$ cat src/rtl/vote_collector.sv
// Ballot collector feeding the weighted vote evaluator.
// Gathers one ballot per voter over valid/ready, builds the registered
// np/vip/vvip yes-masks, and latches the evaluator verdict when the round closes.
//
// state  | meaning
// -------+-----------------------------------------------------------
// IDLE   | after reset, no round active, ballots not accepted
// OPEN   | round active, ballots accepted and recorded
// SETTLE | one cycle with frozen vectors so the evaluator output settles
// DONE   | result latched and valid until the next start
module vote_collector #(
    parameter int ID_W       = 6,
    parameter bit AUTO_CLOSE = 1'b1
) (
    input  logic            clk,
    input  logic            rst_n,
    input  logic            start,
    input  logic            close,
    input  logic            ballot_valid,
    output logic            ballot_ready,
    input  logic [ID_W-1:0] ballot_id,
    input  logic            ballot_yes,
    output logic [31:0]     np,
    output logic [7:0]      vip,
    output logic            vvip,
    input  logic            res_in,
    output logic            result,
    output logic            result_valid,
    output logic            dup_err,
    output logic            id_err,
    output logic [5:0]      accepted
);

    typedef enum logic [1:0] {IDLE, OPEN, SETTLE, DONE} state_t;

    localparam logic [5:0] N_VOTERS = 6'd41;

    state_t      state_q, state_d;
    logic [31:0] np_q, np_d;
    logic [7:0]  vip_q, vip_d;
    logic        vvip_q, vvip_d;
    logic [40:0] voted_q, voted_d;
    logic [5:0]  accepted_q, accepted_d;
    logic        result_q, result_d;
    logic        result_valid_q, result_valid_d;
    logic        dup_err_q, dup_err_d;
    logic        id_err_q, id_err_d;

    logic [63:0] id_onehot;
    logic        id_illegal;
    logic        already_voted;

    // Decode the presented ID into a one-hot voter select and classify it.
    assign id_onehot     = 64'd1 << ballot_id[5:0];
    assign id_illegal    = (ballot_id > ID_W'(40));
    assign already_voted = |(voted_q & id_onehot[40:0]);

    // Next-state, ballot recording and verdict capture.
    always_comb begin
        state_d        = state_q;
        np_d           = np_q;
        vip_d          = vip_q;
        vvip_d         = vvip_q;
        voted_d        = voted_q;
        accepted_d     = accepted_q;
        result_d       = result_q;
        result_valid_d = result_valid_q;
        dup_err_d      = 1'b0;
        id_err_d       = 1'b0;
        ballot_ready   = (state_q == OPEN);

        case (state_q)
            IDLE, DONE: begin
                if (start) begin
                    state_d        = OPEN;
                    np_d           = '0;
                    vip_d          = '0;
                    vvip_d         = 1'b0;
                    voted_d        = '0;
                    accepted_d     = '0;
                    result_valid_d = 1'b0;
                end
            end
            OPEN: begin
                if (start) begin
                    // Restart: any ballot presented this cycle is dropped silently.
                    np_d       = '0;
                    vip_d      = '0;
                    vvip_d     = 1'b0;
                    voted_d    = '0;
                    accepted_d = '0;
                end else begin
                    if (ballot_valid) begin
                        if (id_illegal) begin
                            id_err_d = 1'b1;
                        end else if (already_voted) begin
                            dup_err_d = 1'b1;
                        end else begin
                            voted_d    = voted_q | id_onehot[40:0];
                            np_d       = (np_q & ~id_onehot[31:0]) |
                                         ({32{ballot_yes}} & id_onehot[31:0]);
                            vip_d      = (vip_q & ~id_onehot[39:32]) |
                                         ({8{ballot_yes}} & id_onehot[39:32]);
                            vvip_d     = id_onehot[40] ? ballot_yes : vvip_q;
                            accepted_d = accepted_q + 6'd1;
                        end
                    end
                    // accepted_d already includes a ballot consumed this cycle.
                    if (close || (AUTO_CLOSE && (accepted_d == N_VOTERS))) begin
                        state_d = SETTLE;
                    end
                end
            end
            SETTLE: begin
                result_d       = res_in;
                result_valid_d = 1'b1;
                state_d        = DONE;
            end
            default: state_d = IDLE;
        endcase
    end

    // State and datapath registers.
    always_ff @(posedge clk or negedge rst_n) begin
        if (!rst_n) begin
            state_q        <= IDLE;
            np_q           <= '0;
            vip_q          <= '0;
            vvip_q         <= 1'b0;
            voted_q        <= '0;
            accepted_q     <= '0;
            result_q       <= 1'b0;
            result_valid_q <= 1'b0;
            dup_err_q      <= 1'b0;
            id_err_q       <= 1'b0;
        end else begin
            state_q        <= state_d;
            np_q           <= np_d;
            vip_q          <= vip_d;
            vvip_q         <= vvip_d;
            voted_q        <= voted_d;
            accepted_q     <= accepted_d;
            result_q       <= result_d;
            result_valid_q <= result_valid_d;
            dup_err_q      <= dup_err_d;
            id_err_q       <= id_err_d;
        end
    end

    assign np           = np_q;
    assign vip          = vip_q;
    assign vvip         = vvip_q;
    assign accepted     = accepted_q;
    assign result       = result_q;
    assign result_valid = result_valid_q;
    assign dup_err      = dup_err_q;
    assign id_err       = id_err_q;

endmodule

$ cat config.mk
export PLATFORM = sky130hd
export DESIGN_NAME = vote_collector
export DESIGN_NICKNAME = d
export VERILOG_FILES = /design/src/rtl/vote_collector.sv
export SDC_FILE = /design/constraint.sdc
export NUM_CORES = 1
export LEC_CHECK = 0
export ABC_CLOCK_PERIOD_IN_PS = 4270
export BUFFER_PORTS_ARGS = -buffer_cell sky130_fd_sc_hd__buf_2
export CAP_MARGIN = 10
export CORE_ASPECT_RATIO = 1.4
export CORE_UTILIZATION = 55
export CTS_CLUSTER_SIZE = 20
export DETAILED_ROUTE_END_ITERATION = 6
export GPL_TIMING_DRIVEN = 0
export PLACE_DENSITY = 0.78
export SYNTH_ARGS = -nofsm -noshare
export SYNTH_HDL_FRONTEND = slang
export SYNTH_SLANG_ARGS = --single-unit
$ cat constraint.sdc
create_clock -name clk -period 4.27 [get_ports clk]
set_input_delay 0.427 -clock clk [delete_from_list [all_inputs] [get_ports clk]]
set_output_delay 0.427 -clock clk [all_outputs]
set_load 0.02 [all_outputs]
# [Yosys cells after proc, flatten, opt, wreduce, memory -nomap -nowiden]
# Index checks and enable logic that the tools add are counted.
[totals] regBits=94 input_bits=13 output_inout_bits=52
[classes] n_addsub=1 order_cmp=1 n_eq_ne=11 shifts=1 n_mux=47 n_bitwise=10 n_reduce_logical=11
[ops] op="two-way mux 41 bit" n=5
[ops] op="two-way mux 32 bit" n=5
[ops] op="one-hot mux 41 bit (2 select lines)" n=1
[ops] op="bitwise AND 32 bit" n=2
[ops] op="one-hot mux 32 bit (2 select lines)" n=1
[ops] op="two-way mux 6 bit" n=7
[ops] op="bitwise AND 41 bit" n=1
[ops] op="OR 41 bit" n=1
[ops] op="OR reduction 41 bit" n=1
[ops] op="<< shifter 1 x 6 -> 41 bit (first input constant)" n=1
[ops] op="two-way mux 8 bit" n=5
[ops] op="NOT 32 bit" n=1
[ops] op="OR 32 bit" n=1
[ops] op="bitwise AND 8 bit" n=2
[ops] op="one-hot mux 8 bit (2 select lines)" n=1
[ops] op="two-way mux 1 bit" n=15
[ops] op="one-hot mux 6 bit (2 select lines)" n=1
[ops] op="inequality test 3 bit (second input constant)" n=3
[ops] op="NOT 8 bit" n=1
[ops] op="OR 8 bit" n=1
[ops] op="adder 6 x 1 -> 6 bit (second input constant)" n=1
[ops] op="equality test 6 bit (second input constant)" n=1
[ops] op="> comparator 6 bit (second input constant)" n=1
[ops] op="two-way mux 2 bit" n=3
[ops] op="other kinds (15)" n=20

# [Longest topological paths before layout]
# Gate-level depths: netlist of run 1.
[logic_depth] ltp_word=13 depth_mapped=12

# [Least setup slack after synthesis of run 1]
# OpenSTA, ideal clock, no wires.
[synth_path] path_type="input-to-reg" startpoint="in ballot_id[4]" endpoint="reg state_q[1]" setup_time_ps=136 t_arrival_ps=2600 slack_ps=1533 path_stages=11 path_buffers=3 path_cell_list="buf_6 > buf_2 > mux2_2 > nand4_1 > o311a_1 > o22ai_1 > a211o_1 > buf_6 > nor4_1 > nor3_1 > or3b_2"
[synth_between] elab_chain_cells=12
[synth_rtl] element="start, declared" line_no="21" source="input logic [ID_W-1:0] ballot_id,"
[synth_rtl] element="<< shifter 1 x 6 -> 41 bit" line_no="54" source="assign id_onehot = 64'd1 << ballot_id[5:0];"
[synth_rtl] element="bitwise AND 41 bit" line_no="56" source="assign already_voted = |(voted_q & id_onehot[40:0]);"
[synth_rtl] element="OR reduction 41 bit" line_no="56"
[synth_rtl] element="two-way mux 6 bit" line_no="96" source="end else if (already_voted) begin"
[synth_rtl] element="two-way mux 6 bit *" line_no="94" source="if (id_illegal) begin"
[synth_rtl] element="two-way mux 6 bit *" line_no="93" source="if (ballot_valid) begin"
[synth_rtl] element="two-way mux 6 bit *" line_no="85" source="if (start) begin"
[synth_rtl] element="two-way mux 6 bit *" line_no="72" source="case (state_q)"
[synth_rtl] element="equality test 6 bit *" line_no="109" source="if (close || (AUTO_CLOSE && (accepted_d == N_VOTERS))) begin"
[synth_rtl] element="logical OR 1 bit *" line_no="109"
[synth_rtl] element="inequality test 2 x 1 -> 1 bit (no line) *"
[synth_rtl] element="AND reduction 3 bit (no line) *"
[synth_rtl] element="end signal, assigned" line_no="137" source="state_q <= state_d;"
[synth_rtl] element="end, declared" line_no="38" source="state_t state_q, state_d;"
# Mark *: on every way between the ends. The rest lies on a longest branch, timed or not. The select of a mux whose other input is x is not followed.
# A chain may end at the register's enable or synchronous reset.

# [Final worst setup path of run 1]
[layout_path] startpoint="in ballot_id[2]" endpoint="reg np_q[0], in the netlist np[0]"
[layout_between] elab_chain_cells=9
[layout_rtl] element="<< shifter 1 x 6 -> 41 bit" line_no="54"
[layout_rtl] element="NOT 32 bit" line_no="100" source="np_d = (np_q & ~id_onehot[31:0]) |"
[layout_rtl] element="bitwise AND 32 bit" line_no="100"
[layout_rtl] element="OR 32 bit" line_no="100"
[layout_rtl] element="two-way mux 32 bit" line_no="96"
[layout_rtl] element="two-way mux 32 bit" line_no="94"
[layout_rtl] element="two-way mux 32 bit" line_no="93"
[layout_rtl] element="two-way mux 32 bit" line_no="85"
[layout_rtl] element="one-hot mux 32 bit (2 select lines)" line_no="72"
[layout_rtl] element="end signal, assigned" line_no="138" source="np_q <= np_d;"
[layout_rtl] element="end, declared" line_no="39" source="logic [31:0] np_q, np_d;"
# Several ways; a longest one is shown, not always the timed one. The select of a mux whose other input is x is not followed.

==> results of run 1 <==
-- logic make-up (layout without fill, tap and decap cells) --
logic type,count (synthesis),in the layout,synth area share
simple gates,197,197,0.205
flops,94,94,0.469
fa+ha+maj,4,4,0.00997
compound gates,164,164,0.228
buf+inv,56,131,0.0653
mux,11,11,0.0234
-- cell type report --
type                    instances  area [sq um]
plain buffers                  46           290
clock buffers                  10           229
clock inverters                 4          97.6
fillers                       750          2900
inverters                      10          37.5
multi-input cells             376          2340
flip-flops and latches         94          2350
well taps                     105           131
repair buffers                 61           330
-- routing by layer --
metal  vias to the layer above  part of all wire  global-route usage  routed length (microns)
met2                       211              0.49               0.492                     6780
met5                         -                 0                   0                        0
met1                      2261              0.40               0.373                     5430
li1                       2097                 -                   -                        -
met4                         0             0.043               0.168                      595
met3                        53             0.066              0.0706                      911
-- stage by stage --
step	hold slack, ps	utilization
CTS	40.7	0.667
global route	58.5	0.667
finish	25.5	0.667
floorplan	131	-
global placement	464	0.626
detailed placement	403	0.629
-- how the worst min path moves through the flow --
stage / from / endpoint / slack [ps] / depth (start not counted)
after detailed placement: rst_n / np[21] / 400 / 1
after floorplan: rst_n / accepted[0] / 130 / 0
final: rst_n / np[21] / 30 / 1
after global placement: voted_q[1] / voted_q[1] / 460 / 2
after global routing: rst_n / np[21] / 60 / 1
after CTS: rst_n / np[21] / 40 / 1
-- sequential cells by signal (all words and copies together) (netlist names) --
name,count
voted_q,41
accepted,6
result,1
state_q,2
vvip,1
vip,8
dup_err,1
result_valid,1
np,32
id_err,1
-- cell usage after synthesis (all sizes together) (3+ instances only) --
master,instances
dfrtp,94
o21ai,68
nand2,56
nand3,44
nor2,34
o2bb2ai,28
clkbuf,24
buf,22
a22o,11
a31oi,11
inv,10
nand4,9
nor2b,7
a41oi,6
mux2,6
nand3b,6
o211ai,6
o22ai,6
mux2i,5
nand2b,5
nor3,5
nor4,5
a22oi,4
ha,4
a21oi,3
a32o,3
and3,3
o32ai,3
or2,3
-- power by group through the flow --
| stage | sequential [mW] | combinational, mW | clock, mW |
|---|---|---|---|
| 2_1_floorplan | 0.987 | 0.689 | 0 |
| 3_3_place_gp | 0.971 | 0.945 | 0 |
| 3_5_place_dp | 0.973 | 0.966 | 0 |
| 4_1_cts | 0.956 | 0.971 | 0.899 |
| 5_1_grt | 0.961 | 1.08 | 0.935 |
| 6_report | 0.956 | 0.982 | 0.892 |
-- layout by cell type (no fill, tap or decap), types with 3 or more instances in the layout --
cell type	instances
nand2b_1	5
buf_4	4
a22o_2	9
mux2i_1	5
and3_1	3
dfrtp_1	94
ha_1	4
a32o_1	3
clkbuf_1	22
nand3_1	44
mux2_2	6
nor2_1	33
nand3b_1	6
a31oi_1	11
o211ai_1	6
nand4_1	9
bufinv_16	3
nor3_1	5
buf_1	3
inv_1	9
nand2_2	3
nor4_1	4
a21oi_1	3
nand2_1	53
o2bb2ai_1	28
a22oi_1	4
clkbuf_16	9
buf_6	10
o21ai_0	66
nor2b_1	7
a41oi_1	6
buf_2	65
o22ai_1	6
-- worst max-delay path: cells and delay by family --
kind            cells  cell delay [ps]
simple gates        4             1340
compound gates      4              890
buf+inv             3              720
==> impl_metrics.json, run 1 <==
{
  "syn_to_final_growth_pct": 15.7,
  "pin_count": 65,
  "synth.avg_cell_area_sq_um": 9.54,
  "power.share.switching": 0.364,
  "powerDensity_nw_per_um2": 487,
  "hold_viol_final": 0,
  "final.setup.tns_ps": 0,
  "crit_path_end": "np[0]",
  "nNetsFinal": 615,
  "fin_crit_ps": 3140,
  "clk_pin_slew_worst_paths_ps": 70,
  "grt_antenna_before_repair": 0,
  "switchingPower_mw": 1.03,
  "cp.arrival_ps": 3400,
  "ys_ff_latch": 94,
  "netlist_area_sq_um": 5020,
  "viasPerCell": 6.55,
  "initial_core_util": 0.576,
  "cts_buffer_depth": 2,
  "first_pass_iters": 5,
  "r2r_slack_ps": 1150,
  "tightestPinTransition_ps": 713,
  "h-tree-depth": 3,
  "ant_nets": 0,
  "combPwrFrac": 0.347,
  "synthCells": 526,
  "cts-root-buf": "clkbuf_16",
  "cp-startpoint": "ballot_id[2]",
  "route.vias.total": 4622,
  "grt_pass1_wl_mm": 21.6,
  "hp-class": "primary input to asynchronous set/reset pin",
  "syn_nets": 543,
  "gp_congestion": 0.950,
  "worst_setup_path_end_kind": "register",
  "post_cts_resized": 0,
  "path_class": "primary input to register",
  "power_leakage_nw": 2.66,
  "slew_headroom": 0.518,
  "skew_ps": 7.40,
  "die_x_microns": 82.7,
  "synth_warnings": 0,
  "drv_slew": 0,
  "placedCellCount": 692,
  "status": "finished, final reports clean",
  "crit_slowest_cell": "nor4_4",
  "ys_seq_area_frac": 0.469,
  "crit_required_ps": 4530,
  "rows": 40,
  "routed_wirelength_mm": 13.7,
  "port_buffers": 60,
  "p_int_mw": 1.80,
  "core_sq_um": 8710,
  "stdcell_count": 706,
  "worst_ir_drop_vdd_uv": 346,
  "ys_async_sr_fraction": 1.00,
  "clock_latency_ps": 350,
  "synth_top_area_frac": 0.469,
  "synth_flop_cell": "dfrtp_1",
  "worst_slack_ps": 1130,
  "setup_viol": 0,
  "cts_setup_buffers": 0,
  "layout-drive-gt1-share": 0.211,
  "max_stage_delay_ps": 520,
  "crit_fanout": 10,
  "crit_path_start_kind": "primary input",
  "hpwl_mm": 9.81,
  "cts_inserted_buffers": 9,
  "reg2reg_to": "np[0]",
  "cts_sinks": 94,
  "reg2reg_depth": 9,
  "synth-edff-count": 0,
  "cp_cell_sequence": "buf_2 > or4bb_2 > clkbuf_1 > o22ai_1 > nor3_1 > o22ai_1 > a211o_1 > buf_6 > nor4_4 > nand2_1 > o2bb2ai_1",
  "preCtsSetupSlack_ps": 836,
  "seqPwrFrac": 0.338,
  "drc": 0,
  "finalPower_mw": 2.83,
  "ctsHoldBuffers": 0,
  "rsz0062_at_grt": "no",
  "grtUsageTotal": 0.306,
  "grt_pass1_vias": 4283,
  "grt_max_degree": 61,
  "antennaDiodeCount": 0,
  "avgRoutedWirePerCell_microns": 19.4,
  "crit_top_cell": "o22ai_1",
  "max-cap-violations": 0,
  "power.share.clock": 0.315,
  "dieHeight_microns": 115,
  "achievable-frequency_ghz": 0.319,
  "dieArea_sq_um": 9520,
  "synth_top_cell_by_area": "dfrtp_1",
  "synthDistinctLibCells": 71,
  "placed_area_sq_um": 5480,
  "final_cell_area_sq_um": 5810,
  "cts_tree": "yes",
  "final.period_utilization": 0.735,
  "grt-ovfl-total": 0,
  "crit-reg2reg-launch": "voted_q[30]",
  "drt_iter0_markers": 302,
  "ys_top_cells_by_area": "dfrtp_1, o21ai_0, o2bb2ai_1"
}
Power figures use the tool's default switching activity.
==> inputs of run 2 (changes only) <==
--- a/config.mk
+++ b/config.mk
@@ -5,11 +5,11 @@
 export SDC_FILE = /design/constraint.sdc
 export NUM_CORES = 1
 export LEC_CHECK = 0
-export ABC_CLOCK_PERIOD_IN_PS = 4270
+export ABC_CLOCK_PERIOD_IN_PS = 2680
 export BUFFER_PORTS_ARGS = -buffer_cell sky130_fd_sc_hd__buf_2
 export CAP_MARGIN = 10
 export CORE_ASPECT_RATIO = 1.4
-export CORE_UTILIZATION = 55
+export CORE_UTILIZATION = 52
 export CTS_CLUSTER_SIZE = 20
 export DETAILED_ROUTE_END_ITERATION = 6
 export GPL_TIMING_DRIVEN = 0
==> constraint.sdc (replaced) <==
create_clock -name clk -period 2.68 [get_ports clk]
set_input_delay 0.268 -clock clk [delete_from_list [all_inputs] [get_ports clk]]
set_output_delay 0.268 -clock clk [all_outputs]
set_load 0.02 [all_outputs]
==> run 2 against run 1 <==
The run now ends with negative setup slack left. Worst hold slack better by 130 ps. Global-route usage fell by 1.5 points. Clock skew increased by 0.63 ps. Sequential share of layout area decreased by 2.5 points. Critical endpoint is now np[31]. Largest cell class is now multi-input combinational cells. Highest routed layer unchanged.
==> impl_metrics.json, run 2 (synthesized netlist as in run 1, its figures left out) <==
{
  "fillers": 714,
  "grt-ovfl-total": 0,
  "grtUsageTotal": 0.290,
  "hp-class": "primary input to register",
  "violations": "negative setup slack",
  "route.vias.total": 4800,
  "cp.arrival_ps": 2960,
  "antennaDiodeCount": 0,
  "die_x_microns": 85.0,
  "final_cell_mix": "dfrtp_1, buf_2, nand2_1",
  "max-cap-violations": 0,
  "ff_latch_area_sq_um": 2350,
  "gp_congestion": 0.943,
  "dieArea_sq_um": 10100,
  "multi_input_comb_area_sq_um": 2530,
  "drv_slew": 0,
  "cts-root-buf": "clkbuf_16",
  "drt_iter0_markers": 419,
  "port_buffers": 60,
  "cts_buffer_depth": 2,
  "worst_ir_drop_vdd_uv": 420,
  "crit_slowest_cell": "or4_1",
  "skew_ps": 8.03,
  "crit_fanout": 5,
  "cts_tree": "yes",
  "worst_slack_ps": -35.7,
  "grt_max_degree": 67,
  "initial_core_util": 0.534,
  "hold_viol_final": 0,
  "status": "complete, but fails checks",
  "pin_count": 65,
  "slew_headroom": 0.513,
  "rsz0062_at_grt": "yes",
  "viasPerCell": 6.64,
  "nNetsFinal": 625,
  "tightestPinTransition_ps": 721,
  "layout-drive-gt1-share": 0.282,
  "cts_inserted_buffers": 9,
  "path_class": "register to register",
  "cts_sinks": 94,
  "core_sq_um": 9410,
  "grt_pass1_vias": 4670,
  "rows": 42,
  "cpLargestDelayFamily": "compound AO/OA/AOI/OAI gates",
  "first_pass_iters": 5,
  "grt_pass1_wl_mm": 23.0,
  "fin_crit_ps": 2720,
  "clock_latency_ps": 350,
  "final.period_utilization": 1.01,
  "regMostFlops": "voted_q",
  "largest_register_ffs": 41,
  "drc": 0,
  "worst_setup_path_end_kind": "register",
  "crit_required_ps": 2930,
  "ant_nets": 0,
  "power_leakage_nw": 2.82,
  "clk_pin_slew_worst_paths_ps": 70,
  "h-tree-depth": 3,
  "setup_viol": 13,
  "hpwl_mm": 9.82,
  "grt_antenna_before_repair": 0,
  "crit_path_start_kind": "register",
  "final_cell_area_sq_um": 6180,
  "dieHeight_microns": 118,
  "final.setup.tns_ps": -264,
  "achievable-frequency_ghz": 0.368,
  "avgRoutedWirePerCell_microns": 20.3,
  "max_stage_delay_ps": 440,
  "layout_commonest_cell": "dfrtp_1",
  "powerDensity_nw_per_um2": 771,
  "routed_wirelength_mm": 14.7,
  "placed_area_sq_um": 5490,
  "cp_cell_sequence": "and4_1 > a31oi_1 > o31ai_1 > or4_1 > a211o_1 > clkbuf_16 > o21ai_4 > buf_4 > nand3_1 > a22o_4",
  "utilization": 0.657,
  "path_buf_inv": 2,
  "syn_to_final_growth_pct": 23.2
}
==> run 2: cell types whose count changed in the layout (fill, tap and decap cells not counted), sizes merged <==
cell / before / now
inv: 10 / 12
bufinv: 3 / 2
buf: 83 / 95
dlygate4sd3: 0 / 1
clkinv: 0 / 3
clkinvlp: 1 / 0
clkbuf: 34 / 30
==> run 2: what timing repair did <==
| item | 4_1_cts | 5_1_grt |
|---|---|---|
| endpoints found under the setup margin | 76 | 90 |
| pin swaps | 2 | 13 |
| buffers inserted | 4 | 6 |
| hold endpoints to repair | 28 | 0 |
| gates resized for setup | 15 | 60 |
| gates cloned | 0 | 3 |
| hold buffers | 1 | 0 |
==> run 2: layer usage <==
layer  part of all wire  track usage
met5                  0            0
met4              0.055        0.192
met3              0.062       0.0363
met2               0.50        0.490
met1               0.38        0.344
==> run 2: power breakdown <==
group | switching, mW | internal, mW | total, mW
Clock | 0.582 | 0.823 | 1.40
Sequential | 0.0540 | 1.47 | 1.53
Combinational | 1.22 | 0.611 | 1.83
==> run 2: cell type report <==
type                       instances  share of cell area
tap                              110              0.0223
timing repair buffer              75              0.0789
clock inverter                     7              0.0156
multi-input combinational        376               0.410
buffer                            42              0.0504
inverter                          10             0.00607
sequential                        94               0.380
clock buffer                       9              0.0364
==> run 2: per-stage QoR <==
stage	hold WS [ps]	total power, mW	instances	setup slack [ps]
2_1_floorplan	-27.6	2.67	526	102
3_3_place_gp	462	3.04	696	-472
3_5_place_dp	225	3.10	697	-483
4_1_cts	153	4.53	718	-112
5_1_grt	169	4.99	723	-95.5
6_report	151	4.77	723	-35.7
==> run 2: path summary, 6_finish.rpt <==
kind                             start           to  slack, ps  cells after the start
max in group asynchronous        rst_n  voted_q[11]       1640                      3
min in group asynchronous        rst_n  accepted[4]        380                      2
min reg2reg                voted_q[29]  voted_q[29]        480                      2
max                        voted_q[30]       np[31]        -40                     10
min                             res_in       result        150                      2
max reg2reg                voted_q[30]       np[31]        -40                     10
